===== src/rtl/reg_file_pkg.sv =====
// reg_file_pkg: shared CPU constants (datapath widths, hard-wired zero register, ALU op encodings).
package reg_file_pkg;

    localparam int default_bit_size  = 32;
    localparam int default_addr_size = 5;
    localparam int zero_reg          = 0;

    typedef enum logic [3:0] {
        alu_add = 4'd0,
        alu_sub = 4'd1,
        alu_and = 4'd2,
        alu_or  = 4'd3,
        alu_xor = 4'd4,
        alu_slt = 4'd5,
        alu_sll = 4'd6,
        alu_srl = 4'd7
    } alu_op_e;

endpackage


===== src/rtl/reg_file.sv =====
// reg_file: 2**addr_size x bit_size flip-flop register file, two combinational read ports,
// one synchronous write port, register zero_reg hard-wired to zero.
module reg_file
    import reg_file_pkg::*;
#(
    parameter int bit_size  = default_bit_size,
    parameter int addr_size = default_addr_size
) (
    input  logic                 clk,
    input  logic                 rst_n,
    input  logic [addr_size-1:0] Read_addr_1,
    input  logic [addr_size-1:0] Read_addr_2,
    output logic [bit_size-1:0]  Read_data_1,
    output logic [bit_size-1:0]  Read_data_2,
    input  logic                 RegWrite,
    input  logic [addr_size-1:0] Write_addr,
    input  logic [bit_size-1:0]  Write_data
);

    localparam int depth = 2 ** addr_size;

    logic [bit_size-1:0] regs [depth];

    // zero_reg is never enabled, so it holds its reset value of 0 forever
    always_ff @(posedge clk or negedge rst_n) begin
        if (!rst_n) begin
            for (int i = 0; i < depth; i++) regs[i] <= '0;
        end else begin
            for (int i = 0; i < depth; i++)
                if (RegWrite && i != zero_reg && Write_addr == addr_size'(i)) regs[i] <= Write_data;
        end
    end

    assign Read_data_1 = regs[Read_addr_1];
    assign Read_data_2 = regs[Read_addr_2];

endmodule


===== config.mk =====
export PLATFORM = sky130hd
export DESIGN_NAME = reg_file
export DESIGN_NICKNAME = d
export VERILOG_FILES = /design/src/rtl/reg_file_pkg.sv /design/src/rtl/reg_file.sv
export SDC_FILE = /design/constraint.sdc
export NUM_CORES = 2
export LEC_CHECK = 0
export BUFFER_PORTS_ARGS = -buffer_cell sky130_fd_sc_hd__buf_2
export CORE_UTILIZATION = 44
export CTS_CLUSTER_SIZE = 20
export DETAILED_ROUTE_END_ITERATION = 10
export REMOVE_ABC_BUFFERS = 1
export SLEW_MARGIN = 20
export SYNTH_ARGS = -nofsm -noshare
export SYNTH_HDL_FRONTEND = slang
export SYNTH_SLANG_ARGS = --single-unit
export TNS_END_PERCENT = 100

===== constraint.sdc =====
create_clock -name clk -period 2.4 [get_ports clk]
set_input_delay 0.36 -clock clk [delete_from_list [all_inputs] [get_ports clk]]
set_output_delay 0.36 -clock clk [all_outputs]
set_load 0.02 [all_outputs]

[After elaboration in Yosys (flattened, before gate mapping)]
Index checks and enable logic that the tools add are counted.
Widths: inputs -> output; s select.
Cells by class
  $lt $le $gt $ge: 2
  add/sub/neg operators: 0
  shift operators: 0
  $mul: 0
  bitwise gates (word level): 2
  muxes and demuxes: 6
  divide/modulo/power cells: 0
  equality and inequality tests: 31
  reductions and logical operators: 31
Operator list (count)
  $bmux 32 s5: 2
  $mux 32: 4
  $eq 5x5->1 const B: 16
  $eq 5x4->1 const B: 8
  $logic_and 1x1->1: 31
  $eq 5x3->1 const B: 4
  $ge 6x6->1 const B: 2
  $not 5->6: 2
  $eq 5x2->1 const B: 2
  $eq 5x1->1 const B: 1
Storage, ports and cells
  RAM bits: 0
  ROM bits: 0
  bits in registers: 992
  bits in latches: 0
  memories kept: 0
  bits of input ports: 50
  output and inout port bits: 64

[Longest topological paths before layout]
  depth in word-level cells: 4
  mapped depth: 9
  gate-level depth less buffers: 4

[Worst setup path before layout]
Ideal clock, no wire load.
  path kind: input to output
  start point: input Read_addr_2[0]
  end point: output Read_data_2[23]
  stages: 9
  path buffers: 5
  data required time: 2040 ps
  setup slack: 76 ps
  data arrival time: 1964 ps
  cells stage by stage: buf_4 buf_6 buf_6 buf_6 buf_4 mux2i_1 o22ai_1 a211oi_1 o31ai_1
Between the ends
  word-level cells in the longest chain between the ends: 4
RTL lines
  from (decl): line reg_file.sv:12  | input logic [addr_size-1:0] Read_addr_2,
  $not 5->6 (implied by the code): line reg_file.sv:35  | assign Read_data_2 = regs[Read_addr_2];
  $bmux 32 s5: line reg_file.sv:35
  $mux 32 (implied by the code) (2 in series): line reg_file.sv:35
  to (decl): line reg_file.sv:14  | output logic [bit_size-1:0] Read_data_2,
Every way passes these cells. The select of a mux whose other input is x is not followed.

[Worst setup path in the final report]
  start point: register regs[72] in the netlist's numbering
  end point: output Read_data_2[8]
Between the ends
  word-level cells in the longest chain between the ends: 3
RTL lines
  from (decl): line reg_file.sv:22  | logic [bit_size-1:0] regs [depth];
  from (signal, indexed assignment): line reg_file.sv:30  | if (RegWrite && i != zero_reg && Write_addr == addr_size'(i)) regs[i] <= Write_data;
  $bmux 32 s5: line reg_file.sv:35
  $mux 32 (implied by the code) (2 in series): line reg_file.sv:35
Every way passes these cells. The select of a mux whose other input is x is not followed.

==> run summary <==
Hold Path Class: in -> async
die area: 122000 um2
register with the most flip-flops: regs
worst setup path endpoint: Read_data_2[8]
DRT Pass-1 Iters: 7
core area: 120000 um2
clock-pin slew on the worst setup and hold paths: 0.06 ns
DR vias/cell: 6.36
Ys Warns: 32
Largest register FFs: 992
Routed Antenna Nets: 0
GRT Residual Overflow: 0
1st-iter DRT viols: 2648
met2 usage in global routing: 45.8%
initial antenna violation count: 3
first-pass GRT wire length: 256000 um
Syn-to-layout area delta: 19.7%
dpl hpwl: 108000 um
Longest Clk Path Bufs: 3
die extent in x: 350 um
vias in the first global route: 36.8k
largest net degree at the start of global routing: 110
H-tree depth: 3
Post-synth ARST share: 100%
DR vias: 35.2k
Initial Util: 44.4%
Yosys reg bits: 992
Pleak: 0.0278 uW
IO Pins: 114
fillers: 10.0k
Worst Setup Slack, final: -0.316 ns
Data required, critical path: 2.04 ns
CTS Buf Count: 111
CP Capture Type: primary output
synth top area cells: dfrtp_1 47%, mux2_2 20%, mux4_2 16%
crit path launch: regs[72]
Mean Syn Cell Area: 14.6 um2
Clk Latency, worst-skew pair: 0.67 ns
RSZ-0062 raised after global routing: true
setup skew after layout: 0 ns
global-route layer with the greatest usage: met2
final WL: 171000 um
die height: 350 um
RD Place Congestion: 0.839
row count: 127
Reg2Reg Depth: 2
Inst Count DP: 5330
PortBufs: 113
area leader, netlist: dfrtp_1
met3 usage: 4.63%
Slew @ Worst Pin: 0.612 ns
setup_tns: -15.99 ns
CP Max Fanout: 3
Clock Tree Root: clkbuf_16
TritonCTS clock tree: built
nets@finish: 3887
WL/cell: 30.9 um
Crit Path Category: reg -> out
main flop type after synthesis: dfrtp_1
biggest regs: regs x992
Reg2Reg Launch Point: regs[277]
slew margin rel.: 59.2%
Fin. Hold Viols: 0
crit start category: register
drt drc: 0
Mapped Area: 53200 um2
max cap viols: 0
layout cell share with drive strength beyond 1: 55.6%
Seq/Total Area, Yosys: 46.7%
GRT Overall Usage: 28.4%
synth unique cells: 30
period utilization: 113%
Arr. time, crit path: 2.36 ns
Max Fclk: 0.368 GHz
fin. max-slew vios: 0
Post-synth EDFFs: 0
status: finished with violations
minimum clock period: 2.72 ns
PwrDens: 816 nW/um2
CTS Sinks: 992
RR Endpoint: regs[277]
Non-Filler Instances: 5544
Setup Viol. Count Final: 64
met1 Usage GRT: 39.2%
R2R setup slack: 1.49 ns
failing checks: negative setup slack
share of the synthesized area in the top cell type: 46.7%
diode count: 0
Mapped Cells: 3639
maximum vdd drop: 582 uV
cell usage in the layout (no fill, tap or decap), types with 4 or more instances in the layout:
cell	instances
mux4_2	384
o21ai_1	10
and2_1	32
mux2_2	950
and3_1	32
dfrtp_1	992
clkbuf_8	26
o31ai_2	38
buf_2	45
o22ai_1	64
clkbuf_16	112
o31ai_1	7
buf_8	4
o21ai_2	52
mux2i_1	159
a22o_1	192
clkinvlp_4	8
nand2_1	66
clkinv_2	24
o31ai_4	19
buf_6	27
a211oi_1	52
bufinv_16	12
nand2_2	10
buf_4	275
buf_12	141
nor2_4	14
a211oi_2	12
nor2b_4	8
clkbuf_1	19
mux2_1	106
through the flow:
step | util, % | total power (uW) | instance area, um2 | hold slack, ns | setup slack, ns
3_3_place_gp | 49.0 | 33200 | 58800 | 0.308 | -0.366
5_1_grt | 53.1 | 54100 | 63700 | 0.182 | -0.374
2_1_floorplan | - | 29100 | 51300 | 0.0644 | -0.903
6_report | 53.1 | 51900 | 63700 | 0.176 | -0.316
4_1_cts | 52.9 | 52000 | 63400 | 0.152 | -0.354
3_5_place_dp | 49.0 | 33500 | 58800 | 0.306 | -0.369
how the worst min path moves through the flow:
stage | start | endpoint | cells after the start
after floorplan | rst_n | regs[0] | 0
after global placement | rst_n | regs[192] | 1
after detailed placement | rst_n | regs[905] | 1
after CTS | rst_n | regs[823] | 2
after global routing | rst_n | regs[823] | 2
final | rst_n | regs[215] | 2
cells in the mapped netlist (all sizes together), types with 3 or more instances:
| cell | instances |
|---|---|
| a211oi | 64 |
| nand2b | 5 |
| clkbuf | 213 |
| nor2b | 10 |
| o22ai | 64 |
| nand2 | 79 |
| nand4b | 3 |
| dfrtp | 992 |
| and3 | 32 |
| mux2i | 160 |
| o21ai | 64 |
| or3 | 3 |
| and2 | 34 |
| nor3 | 3 |
| nor2 | 15 |
| mux2 | 1056 |
| a22o | 192 |
| o31ai | 64 |
| buf | 195 |
| mux4 | 384 |
repair_timing:
action | in CTS | in global routing
hold buffers | 1 | 0
endpoints found under the setup margin | 64 | 64
setup buffers | 9 | 5
pin swaps | 120 | 56
endpoints found under the hold margin | 207 | 0
resized for setup | 176 | 54
kinds of logic after synthesis:
kind of cell | synth area share (%)
flip-flops | 46.7
AO/OA/AOI/OAI | 6.32
buffers and inverters | 3.55
AND/OR/NAND/NOR | 1.82
multiplexers | 41.6
final cells by class:
class	count	area, um2	share of cell area, %
sequential	992	24800	39.0
inverter	2	10.0	0.0157
timing repair buffer	493	5490	8.62
clock buffer	157	3230	5.08
clock inverter	51	638	1.00
tap	1612	2020	3.17
multi-input combinational	2237	27500	43.1
layer usage:
layer | share of wire [%] | routed length, um | vias up
met5 | 0.013 | 23 | -
met4 | 3.3 | 5700 | 4
met1 | 43 | 73600 | 19200
met3 | 6.0 | 10300 | 306
met2 | 48 | 81600 | 1174
li1 | - | - | 14500
worst max-delay path: stages, from the launching register on:
cell and delay, ns:
dfrtp_1 0.40, mux4_2 0.50, a22o_1 0.26, o21ai_2 0.19, o31ai_2 0.12, buf_4 0.18
power by group:
| part | internal (uW) | switching (uW) | leakage (uW) |
|---|---|---|---|
| Combinational | 6830 | 4570 | 0.0132 |
| Sequential | 20000 | 2480 | 0.0127 |
| Clock | 10700 | 7350 | 0.00190 |
Power figures use the tool's default switching activity.
